### config.mk
export PLATFORM = sky130hd
export DESIGN_NAME = axil_sig_reader
export DESIGN_NICKNAME = d
export VERILOG_FILES = /design/src/rtl/axil_sig_reader.sv
export SDC_FILE = /design/constraint.sdc
export NUM_CORES = 1
export LEC_CHECK = 0
export BUFFER_PORTS_ARGS = -buffer_cell sky130_fd_sc_hd__buf_2
export CAP_MARGIN = 10
export CORE_UTILIZATION = 50
export CTS_CLUSTER_DIAMETER = 80
export DETAILED_ROUTE_END_ITERATION = 8
export PLACE_DENSITY_LB_ADDON = 0.25
export SLEW_MARGIN = 20
export SYNTH_ARGS = -nofsm -noshare
export SYNTH_HDL_FRONTEND = slang
export SYNTH_SLANG_ARGS = --single-unit
export TNS_END_PERCENT = 10
### constraint.sdc
create_clock -name clk -period 5.15 [get_ports clk]
set_input_delay 1.03 -clock clk [delete_from_list [all_inputs] [get_ports clk]]
set_output_delay 1.03 -clock clk [all_outputs]
set_load 0.01 [all_outputs]
### src/rtl/axil_sig_reader.sv
// AXI-Lite read-master sequencer: walks a word-aligned byte range [begin, end)
// with one read outstanding and hands each returned word to a ready/valid sink.
module axil_sig_reader #(
  parameter int DATA_WIDTH = 32,
  parameter int ADDR_WIDTH = 32,
  parameter int TIMEOUT    = 1024
) (
  input  logic                  clk,
  input  logic                  rst,
  input  logic                  start,
  input  logic                  abort,
  input  logic [ADDR_WIDTH-1:0] cfg_begin,
  input  logic [ADDR_WIDTH-1:0] cfg_end,
  output logic                  busy,
  output logic                  done,
  output logic                  err,
  output logic [ADDR_WIDTH-1:0] word_count,
  output logic [ADDR_WIDTH-1:0] m_axil_araddr,
  output logic [2:0]            m_axil_arprot,
  output logic                  m_axil_arvalid,
  input  logic                  m_axil_arready,
  input  logic [DATA_WIDTH-1:0] m_axil_rdata,
  input  logic [1:0]            m_axil_rresp,
  input  logic                  m_axil_rvalid,
  output logic                  m_axil_rready,
  output logic [DATA_WIDTH-1:0] out_data,
  output logic [ADDR_WIDTH-1:0] out_addr,
  output logic                  out_valid,
  input  logic                  out_ready
);

  localparam int TW = (TIMEOUT > 1) ? $clog2(TIMEOUT + 1) : 1;
  localparam logic [ADDR_WIDTH-1:0] WORD_MASK = {{(ADDR_WIDTH-2){1'b1}}, 2'b00};
  localparam logic [ADDR_WIDTH-1:0] WORD_STEP = ADDR_WIDTH'(4);
  localparam logic [TW-1:0]         TMO_LAST  = TW'(TIMEOUT - 1);

  typedef enum logic [2:0] {
    S_IDLE,
    S_ADDR,
    S_DATA,
    S_OUT,
    S_DONE
  } state_t;

  state_t                  state;
  state_t                  state_nxt;
  logic [ADDR_WIDTH-1:0]   cfg_b;
  logic [ADDR_WIDTH-1:0]   cfg_e;
  logic [ADDR_WIDTH-1:0]   addr;
  logic [ADDR_WIDTH-1:0]   addr_inc;
  logic [ADDR_WIDTH-1:0]   end_addr;
  logic                    abort_pend;
  logic                    last_word;
  logic                    tmo;
  logic [TW-1:0]           tcnt;

  assign cfg_b    = cfg_begin & WORD_MASK;
  assign cfg_e    = cfg_end & WORD_MASK;
  assign addr_inc = addr + WORD_STEP;

  // The walk ends after this word on range end, a seen abort, or address wrap.
  assign last_word = (addr_inc >= end_addr) || abort_pend || abort || (addr_inc == '0);
  assign tmo       = (TIMEOUT != 0) && (tcnt == TMO_LAST);

  // All handshake outputs decode the registered state, so out_valid never
  // depends combinationally on out_ready.
  assign busy           = (state == S_ADDR) || (state == S_DATA) || (state == S_OUT);
  assign done           = (state == S_DONE);
  assign m_axil_arvalid = (state == S_ADDR);
  assign m_axil_rready  = (state == S_DATA);
  assign out_valid      = (state == S_OUT);
  assign m_axil_arprot  = '0;
  assign m_axil_araddr  = addr;

  // State register.
  always_ff @(posedge clk) begin
    if (rst) state <= S_IDLE;
    else     state <= state_nxt;
  end

  // Next-state decode; AXI handshakes take priority over the timeout.
  always_comb begin
    state_nxt = state;
    case (state)
      S_IDLE: begin
        if (start) begin
          if (cfg_e <= cfg_b) state_nxt = S_DONE;
          else                state_nxt = S_ADDR;
        end
      end
      S_ADDR: begin
        if (m_axil_arready) state_nxt = S_DATA;
        else if (tmo)       state_nxt = S_DONE;
      end
      S_DATA: begin
        if (m_axil_rvalid) begin
          if (m_axil_rresp != 2'b00) state_nxt = S_DONE;
          else                       state_nxt = S_OUT;
        end else if (tmo) begin
          state_nxt = S_DONE;
        end
      end
      S_OUT: begin
        if (out_ready) state_nxt = last_word ? S_DONE : S_ADDR;
      end
      S_DONE:  state_nxt = S_IDLE;
      default: state_nxt = S_IDLE;
    endcase
  end

  // Walk datapath: address, bounds, captured word, counters and flags.
  always_ff @(posedge clk) begin
    if (rst) begin
      addr       <= '0;
      end_addr   <= '0;
      err        <= 1'b0;
      word_count <= '0;
      out_data   <= '0;
      out_addr   <= '0;
      abort_pend <= 1'b0;
      tcnt       <= '0;
    end else begin
      if (busy && abort) abort_pend <= 1'b1;
      case (state)
        S_IDLE: begin
          tcnt <= '0;
          if (start) begin
            err        <= 1'b0;
            word_count <= '0;
            abort_pend <= 1'b0;
            end_addr   <= cfg_e;
            if (cfg_e > cfg_b) addr <= cfg_b;
          end
        end
        S_ADDR: begin
          if (m_axil_arready) begin
            tcnt <= '0;
          end else begin
            tcnt <= tcnt + 1'b1;
            if (tmo) err <= 1'b1;
          end
        end
        S_DATA: begin
          tcnt <= tcnt + 1'b1;
          if (m_axil_rvalid) begin
            out_data <= m_axil_rdata;
            out_addr <= addr;
            if (m_axil_rresp != 2'b00) err <= 1'b1;
          end else if (tmo) begin
            err <= 1'b1;
          end
        end
        S_OUT: begin
          tcnt <= '0;
          if (out_ready) begin
            word_count <= word_count + 1'b1;
            addr       <= addr_inc;
          end
        end
        default: tcnt <= '0;
      endcase
    end
  end

endmodule

* Word level (Yosys, flattened, before mapping)
Index checks and enable logic that the tools add are counted.
** Cells by class
- Add/sub/neg operators :: 3
- Magnitude comparators :: 3
- Equality and inequality tests :: 10
- Muxes and demuxes :: 27
- Reduce and logical (&&, ||, !) cells :: 17
** Operator list (count)
- $mux 32 :: 5
- $pmux 32 s2 :: 2
- $add 32x1->32 const B :: 1
- $add 32x3->32 const B :: 1
- $ge 32x32->1 :: 1
- $gt 32x32->1 :: 1
- $le 32x32->1 :: 1
- $logic_not 32->1 :: 1
- $mux 3 :: 8
- $pmux 11 s2 :: 1
- $pmux 3 s4 :: 1
- $add 11x1->11 const B :: 1
- $eq 11x10->1 const B :: 1
- $mux 11 :: 1
- $mux 1 :: 8
- $reduce_and 4->1 :: 2
- $eq 3x2->1 const B :: 2
- $ne 2x2->1 const B :: 3
- $reduce_and 2->1 :: 3
- $logic_or 1x1->1 :: 5
- $reduce_bool 2->1 :: 2
- $eq 3x1->1 const B :: 1
- $eq 3x3->1 const B :: 1
- $logic_not 3->1 :: 1
- 6 further kinds :: 6
** Storage, ports and cells
- Bits in registers :: 174
- Input bits :: 105
- Logic and storage cells :: 69

* Logic depth before layout (Yosys ltp)
Gate-level depths: netlist (run 1).
- Word-level depth :: 8
- Depth in mapped cells :: 16
- Gate-level depth less buffers :: 14

* Least setup slack after synthesis (run 1)
No wires, ideal clock.
- Path kind :: reg2reg
- From :: register addr[6] (netlist: m_axil_araddr[6])
- To :: register state[2]
- Arrival :: 3.481 ns
- Required time :: 5.034 ns
- Slack :: 1.552 ns
- Stages on the path, launching flop included :: 17
- Buffers on the path :: 2
- Cell sequence :: dfxtp_1 -> buf_2 -> nand4_4 -> or3_1 -> buf_6 -> nor4_4 -> and3_2 -> xor2_1 -> ha_1 -> a21o_1 -> a21o_1 -> a21oi_1 -> o21ai_0 -> a31o_2 -> a21oi_1 -> o31ai_2 -> a41o_1
** Between the ends
- Longest elaborated chain between the ends :: 8
- Elaborated cells on any way between the ends :: 9
- Those cells by class :: add/sub: 1; order compare: 1; mux: 3; reduce/logical: 4
** Ends and longest elaborated chain
- start, declared :: line 49 : logic [ADDR_WIDTH-1:0] addr;
- start signal, assigned :: line 132 : if (cfg_e > cfg_b) addr <= cfg_b;
- start signal, assigned :: line 157 : addr <= addr_inc;
- $add 32x3->32 (*) :: line 59 : assign addr_inc = addr + WORD_STEP;
- $ge 32x32->1 :: line 62 : assign last_word = (addr_inc >= end_addr) || abort_pend || abort || (addr_inc == '0);
- $logic_or 1x1->1 (2 in a row) :: line 62
- $logic_or 1x1->1 (*) :: line 62
- $mux 3 (*) (2 in a row) :: line 104 : if (out_ready) state_nxt = last_word ? S_DONE : S_ADDR;
- $pmux 3 s4 (*) :: line 84 : case (state)
- end signal, assigned :: line 78 : else state <= state_nxt;
- end, declared :: line 45 : state_t state;
Mark *: on every way between the ends. The rest lies on a longest branch, timed or not. The select of a mux whose other input is x is not followed.
A chain may end at the register's enable or synchronous reset.

* Worst setup path in the final report (run 1)
- From :: register addr[4] (netlist: m_axil_araddr[4])
- To :: register state[2]
The elaborated chain is that of the path after synthesis.

==> results of run 1 <==
==> layout make-up <==
| type | instances | area share [%] |
|---|---|---|
| Clock buffer | 17 | 3.868 |
| Clock inverter | 15 | 1.285 |
| Inverter | 71 | 2.423 |
| Multi-Input combinational cell | 883 | 47.57 |
| Sequential cell | 170 | 30.94 |
| Tap cell | 229 | 2.605 |
| Timing Repair Buffer | 242 | 11.31 |
==> critical path: cells and delay by family (launching register included) <==
family	cells	cell delay, ns
simple gates	4	1.56
flops	1	0.64
compound gates	8	1.46
xor+xnor	1	0.27
fa+ha+maj	1	0.31
==> metal layers <==
layer | vias to the layer above | wire [um] | GRT usage [%]
met5 | - | 0 | 0
met4 | 0 | 699 | 10.08
met3 | 56 | 1912 | 6.433
met2 | 333 | 12280 | 44.53
met1 | 4163 | 10980 | 33.89
li1 | 4482 | - | -
==> power groups by stage <==
stage                     clock, mW  combinational, mW  sequential [mW]
after CTS                      1.27              0.513             1.43
after detailed placement          0              0.508             1.46
after global placement            0              0.499             1.45
after floorplan                   0              0.350             1.43
final                          1.25              0.516             1.43
after global routing           1.32              0.576             1.44
==> how the worst max path moves through the flow <==
stage	startpoint	end	slack, ns	depth (start not counted)
floorplan	m_axil_araddr[6]$_SDFFE_PP0P_	state[2]$_SDFFE_PP0P_	1.55	16
detailed placement	m_axil_araddr[5]$_SDFFE_PP0P_	state[2]$_SDFFE_PP0P_	0.94	14
finish	m_axil_araddr[4]$_SDFFE_PP0P_	state[2]$_SDFFE_PP0P_	0.80	14
global placement	m_axil_araddr[5]$_SDFFE_PP0P_	state[2]$_SDFFE_PP0P_	1.03	14
global route	m_axil_araddr[4]$_SDFFE_PP0P_	state[2]$_SDFFE_PP0P_	0.57	14
CTS	m_axil_araddr[4]$_SDFFE_PP0P_	state[2]$_SDFFE_PP0P_	0.90	14
==> synthesized netlist by cell type, drive strengths merged (5+ instances only) <==
cell / instances / share of area [%]
nand3: 41 / 2.2
clkbuf: 60 / 2.4
o21ai: 42 / 2.3
xnor2: 24 / 2.3
nor3b: 6 / 0.49
nand2: 244 / 9.9
inv: 71 / 2.9
o2111ai: 5 / 0.47
nand2b: 5 / 0.34
buf: 22 / 1.5
nor3: 12 / 0.65
dfxtp: 170 / 37
and3: 22 / 1.5
ha: 64 / 8.7
or3: 6 / 0.41
a21oi: 132 / 7.2
o31ai: 12 / 1.0
nand4: 18 / 1.4
a211oi: 7 / 0.57
nor2: 87 / 3.5
a31o: 9 / 0.85
and4: 8 / 0.76
o211ai: 16 / 1.3
nor4: 16 / 1.2
xor2: 42 / 4.0
a22oi: 8 / 0.65
nor2b: 5 / 0.34
==> flip-flops by register name, indices dropped and copies added (netlist names) <==
| register | cells |
|---|---|
| err | 1 |
| state | 3 |
| out_data | 32 |
| word_count | 32 |
| m_axil_araddr | 30 |
| end_addr | 30 |
| abort_pend | 1 |
| tcnt | 11 |
| out_addr | 30 |
==> cell families after synthesis <==
| group | share of synthesized area, % |
|---|---|
| multiplexers | 0.7046 |
| adder cells (fa/ha/maj) | 8.672 |
| other | 0.04061 |
| buffers and inverters | 6.870 |
| flip-flops | 36.86 |
| XOR/XNOR | 6.260 |
| AND/OR/NAND/NOR | 23.59 |
| AO/OA/AOI/OAI | 17.01 |
==> results.md, run 1 <==
- Switching share of power: 29.95%
- Hold Fails Final Rpt: 0
- CP max stage cell: dfxtp_1
- Antenna violations before repair: 0
- FP Rows: 49
- Fmax: 230.1 MHz
- Number of synthesized flops with an enable pin: 0
- CP arrival: 4.67 ns
- Async S/R FF share, synth: 0%
- DP Wirelength: 18620 um
- Critical-path cell list: nand4_4, or3_1, nor4_4, and3_2, xor2_1, ha_1, a21o_1, a21o_1, a21oi_1, o21ai_0, a31o_2, a21oi_1, o31ai_2, a41o_1
- Area occupied by registers: 0.003403 sq mm
- Slew Viols, Final: 0
- Cell area power density: 290.4 mW/mm^2
- Placed cells: 1595
- Hold_sp: out_data[16]$_SDFFE_PP0P_
- Routability cong.: 0.9078
- Die H: 137.9 um
- Antenna viol nets, final: 0
- Endpoints failing setup: 0
- Initial Util: 51.23%
- Placeable Area: 0.01802 sq mm
- Layout fillers: 1682
- Total congestion overflow: 0
- Synth Register Bits: 170
- Via Count: 9034
- Htree depth: 4
- Clk_skew: 0.01202 ns
- Finished Core Util: 61.02%
- Multi-input gate area: 0.005233 sq mm
- Post-synthesis cell type count: 60
- Worst setup margin: 0.8033 ns
- Power, Total: 3.195 mW
- Cells after Synth: 1200
- First-pass GRT wire length: 39960 um
- GR Util All Layers: 26.96%
- Post-route cell area: 0.01100 sq mm
- Post-CTS resize count: 0
- RR Endpoint: state[2]$_SDFFE_PP0P_
- CTS Buf Count: 17
- Final wirelength: 25880 um
- Commonest non-fill, non-tap cell in the layout: nand2_1
- Clock share of power: 39.1%
- ANT cells: 0
- Most frequent cells in the layout: nand2_1 (242), buf_2 (229), dfxtp_1 (170), a21oi_1 (132), nor2_1 (87)
- Hold crit path type: register to register
- Synth warn: 0
- Pint: 2.238 mW
- WHS Path Cells: 2
- Largest net degree at the start of global routing: 80
- Port Buf Inserts: 230
- Mapped Area: 0.009234 sq mm
- DRC violations left: 0
- Hold worst-path end: out_data[16]$_SDFFE_PP0P_
- Die area: 0.01902 sq mm
- Part of the power in registers: 44.7%
- Initial DRC Count: 620
- Predominant post-synthesis flop cell: dfxtp_1
- Routed len/inst: 15.91 um
- Critical path's largest stage delay: 0.64 ns
- FF-to-FF Start: m_axil_araddr[4]$_SDFFE_PP0P_
- Net switching power: 956.9 uW
- Setup CP Type: register to register
- Clk_lat worst skew: 0.44 ns
- CTS tree: built
- RSZ-0062 raised after global routing: no
- Clock Tree Root: clkbuf_16
- Hold-fix buffers, CTS: 0
- Max Root-Sink Buffers: 2
- Critical path capture point type: register
- Tcrit/Tclk final: 84.40%
- Logic pwr share: 16.2%
- Setup Fix Bufs, Post-CTS: 0
- Placed instance area: 0.01043 sq mm
- Status: finished clean
- Vias/cell: 5.553
- Io pins: 242
- Rel. slew slack: 36.07%
- Share of post-route cells with drive strength above 1: 21.39%
- Crit path max fanout: 12
- Least-Margin Pin Slew: 0.9578 ns
- Nets: 1554
- Register area share after synthesis: 36.86%
- Fin Setup TNS: 0 ns
- CP required: 5.47 ns
- Hold WS: 0.4530 ns
- Clock Sinks: 170
- Finished Layout Cells: 1627
- Reg2reg path depth: 14
- Pre-Repair DR Iteration Count: 5
- R2R setup slack: 0.80 ns
- Leakage: 4.930 nW
- Max Cap Violations: 0
- Fin crit period: 4.347 ns
- Startpoint types: register
- Width of the die: 137.9 um
- Number of global-route vias before repair: 8018
- Avg Inst Size Synth: 7.695 sq um
- Placement Setup Slack: 0.9359 ns
- Peak VDD IR: 0.2359 mV
- Worst-path clk slew: 0.07 ns
- Area Overhead vs Synth: 19.12%
(Power assumes the default switching activity.)
==> inputs of run 2 (changes only) <==
clock period = 4.1 ns   (was 5.15 ns; I/O delays follow)
==> run 2 against run 1 <==
Design area rose by 1.6%. Sequential share of layout area fell by 0.50 points. Sequential power rose by 24%. Clock power rose by 24%. Non-clock buffer count rose by 22. Worst hold slack got worse by 0.0019 ns. Final cell count rose by 1.3%. Worst setup slack got worse by 0.49 ns. Core utilization rose by 1.0 points.
==> results.md, run 2 (synthesized netlist as in run 1, its figures left out) <==
- Hold_sp: out_addr[2]$_SDFFE_PP0P_
- Routed len/inst: 15.88 um
- Placeable Area: 0.01802 sq mm
- Slew Viols, Final: 0
- Clock Tree Root: clkbuf_16
- Final wirelength: 26180 um
- Critical-path cell list: nand3_1, or3_1, nor2_1, and4_1, xor2_1, ha_1, a21oi_1, o21ai_0, a221oi_1, o21ai_0, a31o_2, a21oi_1, o31ai_2, a41o_1
- Peak VDD IR: 0.4516 mV
- Reg2reg path depth: 14
- CP arrival: 4.11 ns
- CP required: 4.42 ns
- Max Root-Sink Buffers: 2
- Status: finished clean
- RSZ-0062 raised after global routing: no
- CP max stage cell: or3_1
- Largest net degree at the start of global routing: 96
- Antenna viol nets, final: 0
- Biggest regs: out_data x32, word_count x32
- Area Overhead vs Synth: 21.07%
- Total congestion overflow: 0
- Fin crit period: 3.785 ns
- Share of post-route cells with drive strength above 1: 22.34%
- Initial DRC Count: 671
- Initial Util: 51.23%
- Finished Layout Cells: 1648
- ANT cells: 0
- Endpoints failing setup: 0
- Io pins: 242
- Die area: 0.01902 sq mm
- Hold Fails Final Rpt: 0
- Antenna violations before repair: 0
- Rel. slew slack: 30.49%
- Number of global-route vias before repair: 7953
- Leakage: 5.046 nW
- FF-to-FF Start: m_axil_araddr[8]$_SDFFE_PP0P_
- GR Util All Layers: 27.17%
- Critical path buffers and inverters: 0
- DRC violations left: 0
- Crit path max fanout: 8
- Port Buf Inserts: 230
- Clock Sinks: 170
- Critical path's top delay family: compound AO/OA/AOI/OAI gates
- First-pass GRT wire length: 40250 um
- Setup CP Type: register to register
- FP Rows: 49
- Max Cap Violations: 0
- Htree depth: 4
- Cell area power density: 360.5 mW/mm^2
- CTS Buf Count: 17
- Critical path's largest stage delay: 0.54 ns
- Fmax: 264.2 MHz
- Placed cells: 1617
- Hold worst-path end: out_addr[2]$_SDFFE_PP0P_
- Setup Fix Bufs, Post-CTS: 0
- Least-Margin Pin Slew: 1.043 ns
- Die H: 137.9 um
- Worst-path clk slew: 0.07 ns
- Hold-fix buffers, CTS: 0
- DP Wirelength: 19010 um
- Critical path capture point type: register
- Clk_skew: 0.008822 ns
- Routability cong.: 0.9205
- Tcrit/Tclk final: 92.31%
- Clk_lat worst skew: 0.43 ns
- Vias/cell: 5.504
- Startpoint types: register
- Pre-Repair DR Iteration Count: 5
- Most frequent cells in the layout: nand2_1 (243), buf_2 (229), dfxtp_1 (170), a21oi_1 (132), nor2_1 (87)
- Hold crit path type: register to register
- Fin Setup TNS: 0 ns
- R2R setup slack: 0.32 ns
- Via Count: 9070
- CTS tree: built
- WHS Path Cells: 2
- Commonest non-fill, non-tap cell in the layout: nand2_1
- RR Endpoint: state[2]$_SDFFE_PP0P_
- Post-CTS resize count: 0
- Nets: 1576
- Width of the die: 137.9 um
-- run 2: cell types whose count changed in the layout (fill, tap and decap cells not counted), moves of 2 or more --
| cell | delta |
|---|---|
| buf_4 | +20 |
| clkbuf_1 | +2 |
| clkinv_2 | -2 |
| inv_6 | -2 |
-- run 2: routing by layer --
metal | vias to the layer above | global-route usage [%] | wire (um) | part of all wire (%)
li1 | 4526 | - | - | -
met1 | 4202 | 35.18 | 11240 | 43
met2 | 309 | 44.69 | 12570 | 48
met3 | 33 | 5.300 | 1747 | 6.7
met4 | 0 | 9.783 | 616 | 2.4
met5 | - | 0 | 0 | 0
-- run 2: area by class of cell --
class | instances | area, sq um
fill | 1693 | 6845
multi-input combinational | 883 | 5233
sequential | 170 | 3403
timing repair buffer | 264 | 1429
clock buffer | 20 | 446.7
tap | 229 | 286.5
inverter | 71 | 266.5
clock inverter | 11 | 115.1
-- run 2: where the power goes --
| group | total [mW] | internal [mW] | switching [mW] |
|---|---|---|---|
| sequential | 1.78 | 1.71 | 0.0710 |
| combinational | 0.699 | 0.283 | 0.417 |
| clock | 1.55 | 0.861 | 0.692 |
| total | 4.03 | 2.85 | 1.18 |
-- run 2: worst reg2reg max path: cells and delay by family, from the launching register on --
family          cells  cell delay, ns
compound gates      8            1.40
xor+xnor            1            0.25
fa+ha+maj           1            0.29
flops               1            0.49
simple gates        4            1.25
-- run 2: stage by stage --
stage / instance area, sq um / setup slack [ns] / power [mW] / util, % / hold WS (ns)
global placement: 10600 / 0.4606 / 2.484 / 58.79 / 0.4390
CTS: 11170 / 0.3112 / 4.056 / 62.00 / 0.4522
floorplan: 9256 / 0.5025 / 2.235 / - / 0.4302
detailed placement: 10610 / 0.3630 / 2.503 / 58.88 / 0.4430
global route: 11180 / 0.09711 / 4.212 / 62.02 / 0.4681
finish: 11180 / 0.3151 / 4.030 / 62.02 / 0.4510
-- run 2: worst max-delay path by stage --
| stage | slack [ns] | cells past startpoint | endpoint | from |
|---|---|---|---|---|
| after floorplan | 0.50 | 16 | state[2]$_SDFFE_PP0P_ | m_axil_araddr[6]$_SDFFE_PP0P_ |
| after global placement | 0.46 | 14 | state[2]$_SDFFE_PP0P_ | m_axil_araddr[8]$_SDFFE_PP0P_ |
| after detailed placement | 0.36 | 14 | state[2]$_SDFFE_PP0P_ | m_axil_araddr[8]$_SDFFE_PP0P_ |
| after CTS | 0.31 | 14 | state[2]$_SDFFE_PP0P_ | m_axil_araddr[8]$_SDFFE_PP0P_ |
| after global routing | 0.1 | 14 | state[2]$_SDFFE_PP0P_ | m_axil_araddr[8]$_SDFFE_PP0P_ |
| final | 0.32 | 14 | state[2]$_SDFFE_PP0P_ | m_axil_araddr[8]$_SDFFE_PP0P_ |
